### config.mk
export PLATFORM = sky130hd
export DESIGN_NAME = msi_cpu_controller
export DESIGN_NICKNAME = d
export VERILOG_FILES = /design/src/rtl/msi_cpu_controller_pkg.sv /design/src/rtl/msi_cpu_controller.sv
export SDC_FILE = /design/constraint.sdc
export NUM_CORES = 1
export LEC_CHECK = 0
export CAP_MARGIN = 20
export CORE_ASPECT_RATIO = 0.6
export CORE_UTILIZATION = 29
export CTS_BUF_LIST = sky130_fd_sc_hd__clkbuf_8
export CTS_CLUSTER_DIAMETER = 50
export DETAILED_ROUTE_END_ITERATION = 8
export GPL_TIMING_DRIVEN = 0
export PLACE_DENSITY = 0.8
export SLEW_MARGIN = 20
export SYNTH_ARGS = -nofsm -noshare
export SYNTH_HDL_FRONTEND = slang
export SYNTH_SLANG_ARGS = --single-unit
### constraint.sdc
create_clock -name clock -period 1.58 [get_ports clock]
set_input_delay 0.316 -clock clock [delete_from_list [all_inputs] [get_ports clock]]
set_output_delay 0.316 -clock clock [all_outputs]
set_load 0.02 [all_outputs]
### src/rtl/msi_cpu_controller_pkg.sv
// msi_cpu_controller_pkg: bus command codes, MSI line states and the controller FSM states
package commands;
  localparam int COMMAND_WIDTH = 2;
  localparam logic [COMMAND_WIDTH-1:0] NONE              = 2'd0;
  localparam logic [COMMAND_WIDTH-1:0] BUS_READ          = 2'd1;
  localparam logic [COMMAND_WIDTH-1:0] BUS_READEXCLUSIVE = 2'd2;
  localparam logic [COMMAND_WIDTH-1:0] BUS_INVALIDATE    = 2'd3;
endpackage

package MSIStates;
  localparam int STATE_WIDTH = 2;
  localparam logic [STATE_WIDTH-1:0] INVALID  = 2'd0;
  localparam logic [STATE_WIDTH-1:0] SHARED   = 2'd1;
  localparam logic [STATE_WIDTH-1:0] MODIFIED = 2'd2;
endpackage

package msi_cpu_controller_pkg;
  typedef enum logic [2:0] {IDLE, ARBITRATE, WRITE_BACK, FILL, INVALIDATE, ACCESS} ctrl_state_e;
endpackage

### src/rtl/msi_cpu_controller.sv
// msi_cpu_controller: CPU-side miss/upgrade sequencer of a snoopy MSI cache.
// Ports: CPU request/complete (cpu*), cache array word/tag/state access (cache*),
// bus arbitration and snoop command (bus*), word-wise RAM transfer (ram*).
// Strobes are decoded from the current state so that per-word cache writes line up
// with the ramAck that delivers the word.
module msi_cpu_controller
  import commands::*;
  import MSIStates::*;
  import msi_cpu_controller_pkg::*;
#(
  parameter int ADDRESS_WIDTH = 16,
  parameter int DATA_WIDTH    = 16,
  parameter int OFFSET_WIDTH  = 2,
  parameter int INDEX_WIDTH   = 4,
  localparam int TAG_WIDTH    = ADDRESS_WIDTH - INDEX_WIDTH - OFFSET_WIDTH
) (
  input  logic                     clock,
  input  logic                     reset,
  input  logic                     cpuRead,
  input  logic                     cpuWrite,
  input  logic [ADDRESS_WIDTH-1:0] cpuAddress,
  input  logic [DATA_WIDTH-1:0]    cpuDataOut,
  output logic                     cpuFunctionComplete,
  input  logic                     cpuHit,
  input  logic                     writeBackRequired,
  input  logic                     invalidateRequired,
  input  logic [STATE_WIDTH-1:0]   protocolStateIn,
  input  logic [TAG_WIDTH-1:0]     cacheTagOut,
  input  logic [DATA_WIDTH-1:0]    cacheDataOut,
  output logic [OFFSET_WIDTH-1:0]  cacheOffset,
  output logic [DATA_WIDTH-1:0]    cacheDataIn,
  output logic                     cacheDataWrite,
  output logic                     cacheTagWrite,
  output logic                     cacheStateWrite,
  output logic [STATE_WIDTH-1:0]   cacheStateIn,
  output logic                     busRequest,
  input  logic                     busGrant,
  output logic [COMMAND_WIDTH-1:0] busCommand,
  output logic [ADDRESS_WIDTH-1:0] busAddress,
  output logic [ADDRESS_WIDTH-1:0] ramAddress,
  output logic                     ramRead,
  output logic                     ramWrite,
  output logic [DATA_WIDTH-1:0]    ramDataOut,
  input  logic                     ramDataIn_unused_guard,
  input  logic [DATA_WIDTH-1:0]    ramDataIn,
  input  logic                     ramAck
);
  ctrl_state_e state_q, state_d;
  logic [OFFSET_WIDTH-1:0] cnt_q, cnt_d;
  logic [ADDRESS_WIDTH-1:0] addr_q, addr_d;
  logic write_q, write_d;
  logic req, last, wb, fl, inv, acc, tag_wr;
  assign req  = cpuRead | cpuWrite;
  assign last = &cnt_q;
  assign wb   = state_q == WRITE_BACK;
  assign fl   = state_q == FILL;
  assign inv  = state_q == INVALIDATE;
  assign acc  = state_q == ACCESS;
  always_comb begin
    state_d = state_q;
    cnt_d   = cnt_q;
    addr_d  = addr_q;
    write_d = write_q;
    case (state_q)
      IDLE: if (req) begin
        addr_d  = cpuAddress;
        write_d = cpuWrite;
        state_d = (cpuHit && !invalidateRequired) ? ACCESS : ARBITRATE;
      end
      // Hit/invalidate are re-sampled at grant: a snoop may have taken the line meanwhile.
      ARBITRATE: if (busGrant) state_d = cpuHit ? (invalidateRequired ? INVALIDATE : ACCESS)
                                                : (writeBackRequired ? WRITE_BACK : FILL);
      // The counter wraps on the last word, so the fill starts again at word 0.
      WRITE_BACK, FILL: if (ramAck) begin
        cnt_d = cnt_q + 1'b1;
        if (last) state_d = wb ? FILL : ACCESS;
      end
      INVALIDATE: state_d = ACCESS;
      default: state_d = IDLE;
    endcase
  end
  always_ff @(posedge clock or negedge reset) begin
    if (!reset) begin
      state_q <= IDLE;
      cnt_q   <= '0;
      addr_q  <= '0;
      write_q <= 1'b0;
    end else begin
      state_q <= state_d;
      cnt_q   <= cnt_d;
      addr_q  <= addr_d;
      write_q <= write_d;
    end
  end
  assign tag_wr              = fl && ramAck && last;
  assign busRequest          = wb || fl || inv || state_q == ARBITRATE;
  assign busCommand          = fl ? (write_q ? BUS_READEXCLUSIVE : BUS_READ) : inv ? BUS_INVALIDATE : NONE;
  assign busAddress          = (fl || inv) ? {addr_q[ADDRESS_WIDTH-1:OFFSET_WIDTH], {OFFSET_WIDTH{1'b0}}} : '0;
  assign ramAddress          = wb ? {cacheTagOut, addr_q[INDEX_WIDTH+OFFSET_WIDTH-1:OFFSET_WIDTH], cnt_q}
                             : fl ? {addr_q[ADDRESS_WIDTH-1:OFFSET_WIDTH], cnt_q} : '0;
  assign ramRead             = fl;
  assign ramWrite            = wb;
  assign ramDataOut          = cacheDataOut;
  assign cacheOffset         = acc ? addr_q[OFFSET_WIDTH-1:0] : cnt_q;
  assign cacheDataWrite      = (fl && ramAck) || (acc && write_q);
  assign cacheDataIn         = fl ? ramDataIn : acc ? cpuDataOut : '0;
  assign cacheTagWrite       = tag_wr;
  assign cacheStateWrite     = tag_wr || (acc && write_q);
  assign cacheStateIn        = tag_wr ? (write_q ? MODIFIED : SHARED) : (acc && write_q) ? protocolStateIn : INVALID;
  assign cpuFunctionComplete = acc;
endmodule

======== Yosys cells after proc, flatten, opt, wreduce, memory -nomap -nowiden ========
Cells that the tools add are included.
storage, ports and cells
  register bits after elaboration ......... 22
  logic and storage cells ................. 53
  input port bits ......................... 86
  output and inout bits ................... 77
cells by class
  multiplexer cells ....................... 21
  add/sub/neg operators ................... 1
  bitwise operators ....................... 1
  reduce and logical (&&, ||, !) cells .... 17
  equal/unequal tests ..................... 9
operators with widths
  operator                                                          count
  16-bit 2-to-1 mux                                                 5
  3-bit 2-to-1 mux                                                  7
  2-bit 2-to-1 mux                                                  6
  3-bit case mux with 4 select lines                                1
  2-bit != test (second input constant)                             4
  3-bit by 2-bit == test with 1-bit output (second input constant)  2
  3-bit == test (second input constant)                             2
  1-bit logical OR                                                  6
  2-bit AND reduction                                               3
  1-bit logical AND                                                 4
  4-bit AND reduction                                               1
  3-bit by 1-bit == test with 1-bit output (second input constant)  1
  3-bit logical NOT                                                 1
  2-bit by 1-bit adder with 2-bit output (second input constant)    1
  1-bit 2-to-1 mux                                                  2
  2-bit OR reduction                                                1
  1-bit logical NOT                                                 1
  1-bit bitwise OR                                                  1

======== Longest topological paths before layout ========
  word-level depth ........................ 5
  mapped depth ............................ 8
  mapped depth without buffers ............ 5

======== Worst setup path after synthesis ========
OpenSTA, ideal clock, no wires.
  kind .................................... reg2out
  start ................................... register state_q[0]
  end ..................................... output port busAddress[10]
  cell stages (with the launch flop) ...... 6
  path slack .............................. -0.106 ns
  arrival time ............................ 1.370 ns
  path through ............................ dfrtp_1 > buf_2 > nor2_2 > a21oi_2 > buf_2 > nor2b_1
on the way
  word-level cells in the longest chain between the ends .. 3
  elaborated cells between the ends (all ways) .. 4
  classes of those cells .................. eq/ne: 2; mux: 1; reduce/logical: 1
ends and longest elaborated chain
  what                                                                       line                                                RTL
  from (decl)                                                                msi_cpu_controller.sv:48                            ctrl_state_e state_q, state_d;
  from (signal assigned)                                                     msi_cpu_controller.sv:89                            state_q <= state_d;
  3-bit by 2-bit == test with 1-bit output or 3-bit == test (tied branches)  msi_cpu_controller.sv:56, msi_cpu_controller.sv:57
  1-bit logical OR (*)                                                       msi_cpu_controller.sv:98                            assign busAddress = (fl || inv) ? {addr_q[ADDRESS_WIDTH-1:OFFSET_WIDTH], {OFFSET_WIDTH{1'b0}}} : '0;
  16-bit 2-to-1 mux (*)                                                      msi_cpu_controller.sv:98
  to (decl)                                                                  msi_cpu_controller.sv:39                            output logic [ADDRESS_WIDTH-1:0] busAddress,
Mark *: on every way between the ends. The rest lies on a longest branch, timed or not.

======== Worst setup path after layout ========
  start ................................... register state_q[1]
  end ..................................... output port cacheDataIn[10]
on the way
  word-level cells in the longest chain between the ends .. 3
  elaborated cells between the ends (all ways) .. 4
  classes of those cells .................. eq/ne: 2; mux: 2
ends and longest elaborated chain
  what                   line                       RTL
  3-bit == test          msi_cpu_controller.sv:58   assign acc = state_q == ACCESS;
  16-bit 2-to-1 mux      msi_cpu_controller.sv:106  assign cacheDataIn = fl ? ramDataIn : acc ? cpuDataOut : '0;
  16-bit 2-to-1 mux (*)  msi_cpu_controller.sv:106
  to (decl)              msi_cpu_controller.sv:31   output logic [DATA_WIDTH-1:0] cacheDataIn,
Marks and branches as above.

==> impl_metrics.ini <==
[outcome]
status = finished, violations left
violations = negative setup slack

[setup_path]
crit_required_ns = 1.26
start_kind = flop
rr_worst_depth = 8
cp_max_fo = 5
worstSetupEndpointType = output port
r2r_start = state_q[1]$_DFFE_PN0P_
r2r_slack_ns = -0.20
r2r_end = addr_q[4]$_DFFE_PN0P_
critPathArrivalTime_ns = 1.65
path_class = reg2out

[yosys]
ys_types = 35
netlist_area_mm2 = 0.00177
avgSynthCellArea_um2 = 10.1
ys.warnings.count = 0
ys_seq_area_frac = 0.310
synthCells = 176
synth-seq-cells = 22

[clock_tree]
cts_tree = yes
cts-root-buf = clkbuf_8
cts_buffers = 3
worst_skew_pair.late_latency_ns = 0.27
cts.path.max_buffers = 2
cts.htree.levels = 1
path_clk_slew_ns = 0.09
cts.sinks = 22

[flow_run]
drv_cap = 0

[floorplanning]
die_area_mm2 = 0.00645
fp.dieH_um = 62.6
core-area_mm2 = 0.00573
rows = 21
die_width_um = 103
io_pins = 163
start_util = 0.310

[sta]
fin_hold_ws_ns = 0.0176
tightest_slew_ns = 0.531
final.min_clock_period_ns = 1.97
fin_setup_tns_ns = -19.10
setup_ws_ns = -0.386
drv_slew = 0
setup_viol = 75
finalCritPeriodShare = 1.24
fmax_mhz = 509
rsz0062_at_grt = true
hold_viol = 0
max_slew_margin = 0.646
skew_ns = 0.00392

[routing]
totalWireLength_um = 7120
drc = 0
drt-wirelength-per-cell_um = 16.7
drtIter0Drc = 43
dr_total_vias = 1968
drt-pass1-iter-count = 4
via_per_inst = 4.62
ant_nets = 0

[global_route]
grt_antenna_before_repair = 0
track_usage = 0.205
gr-total-overflow = 0
grt_pass1_vias = 1958
grt_start_max_net_pins = 23
grt_pass1_wl_um = 10100

[placement]
preCtsSetupSlack_ns = -0.778
dp_hpwl_um = 4780
portBuffers = 143
place_congestion = 0.747

[cells_and_area]
finalNetCount = 434
fin_util = 0.702
syn2layout_area_growth_pct = 127
antenna_cells = 0
drive_gt1_frac = 0.520

[pwr]
vdd_drop_max_mv = 1.02
p_leak_nw = 1.87
p_per_area_mw_per_mm2 = 1960

[min_path]
holdCritPathClass = in2async
==> cells in the mapped netlist <==
cell      instances  area, um^2
o211ai_1          1        7.51
nand3_1           4        20.0
mux2_4           10         150
xnor2_1           2        17.5
a32oi_1           1        8.76
and3b_1           1        8.76
nor4bb_1          1        10.0
ha_1              1        12.5
dfrtp_1          22         551
nand2_2           2        12.5
nor3_4            1        16.3
o21ai_1           1        5.00
nor2_2            1        6.26
conb_1            1        3.75
a21oi_1           1        5.00
a22o_1           17         149
nor2b_1          16         100
buf_6             7        78.8
buf_12            1        20.0
mux2i_1          11         110
nor2_1           13        48.8
nor2b_4           1        13.8
o31ai_1           1        7.51
nand2b_1          2        12.5
mux2_2            9         101
a21oi_2           2        17.5
inv_2             1        3.75
and2_1            6        37.5
o21a_1            1        7.51
nand3_2           1        10.0
buf_2             4        20.0
nand2_1           7        26.3
inv_1             2        7.51
o21ai_0           5        25.0
buf_4            19         143
==> stage by stage <==
stage	std cells	area (um^2)	power (W)
global placement	400	3460	0.00582
global route	426	4020	0.00829
CTS	421	3880	0.00757
floorplan	177	1930	0.00409
detailed placement	400	3460	0.00589
finish	426	4020	0.00789
==> final cells by class <==
class	count	area [um^2]
buffer	29	297
clock buffer	3	41.3
clock inverter	1	30.0
fill	419	1700
inverter	3	13.8
multi-input combinational	121	1240
sequential	22	552
tap	80	100
timing repair buffer	167	1750
==> worst max-delay path: stages, from the launching register on <==
cell and delay (ns):
dfrtp_1 0.43, nor2b_4 0.15, nand2_2 0.10, inv_4 0.06
buf_8 0.14, buf_8 0.13, a22o_4 0.24, buf_6 0.13
==> kinds of logic after synthesis <==
kind of cell / after synthesis / share of synthesized area
fa+ha+maj: 1 / 0.00705
compound gates: 30 / 0.131
mux: 30 / 0.204
xor+xnor: 2 / 0.00987
other cells: 1 / 0.00211
flops: 22 / 0.310
simple gates: 56 / 0.182
buf+inv: 34 / 0.154
==> sequential cells by signal, summed over array words and instances, names as in the netlist <==
signal	flops
addr_q	16
cnt_q	2
state_q	3
write_q	1
==> layout by cell type, fill, tap and decap left out, types with 9 or more instances in the layout <==
cell / n
clkdlybuf4s50_1: 83
nor2_1: 11
buf_4: 39
nor2b_4: 14
mux2_4: 18
buf_6: 52
dfrtp_1: 21
mux2i_1: 11
a22o_1: 9
==> what timing repair did <==
| action | 4_1_cts | 5_1_grt |
|---|---|---|
| gates resized for setup | 368 | 28 |
| setup endpoints to repair | 69 | 76 |
| hold buffers | 0 | 0 |
| pin swaps | 14 | 5 |
| cloned | 3 | 2 |
| setup buffers | 15 | 7 |
==> report_power, final <==
| part | switching, W | leakage [nW] | internal, W | total (W) |
|---|---|---|---|---|
| combinational | 0.00273 | 1.57 | 0.00347 | 0.00620 |
| sequential | 0.000294 | 0.259 | 0.000863 | 0.00116 |
| clock | 0.000197 | 0.0357 | 0.000339 | 0.000536 |
==> how the worst max path moves through the flow <==
stage | from | cells past startpoint | slack (ns) | endpoint
after global placement | state_q[1]$_DFFE_PN0P_ | 8 | -0.73 | busAddress[14]
after floorplan | state_q[0]$_DFFE_PN0P_ | 5 | -0.03 | busAddress[13]
after detailed placement | state_q[1]$_DFFE_PN0P_ | 9 | -0.78 | cacheDataWrite
after CTS | state_q[1]$_DFFE_PN0P_ | 9 | -0.42 | busAddress[12]
final | state_q[1]$_DFFE_PN0P_ | 7 | -0.39 | cacheDataIn[10]
after global routing | state_q[1]$_DFFE_PN0P_ | 7 | -0.46 | cacheStateIn[1]
==> metal layers <==
metal  track usage  wire, um  vias to the layer above
met5             0         0                        -
met3        0.0604       512                        6
met2         0.358      3540                       84
met4        0.0299        51                        0
met1         0.254      3020                      949
li1              -         -                      929
No activity file was read; power rests on OpenSTA's default activity.
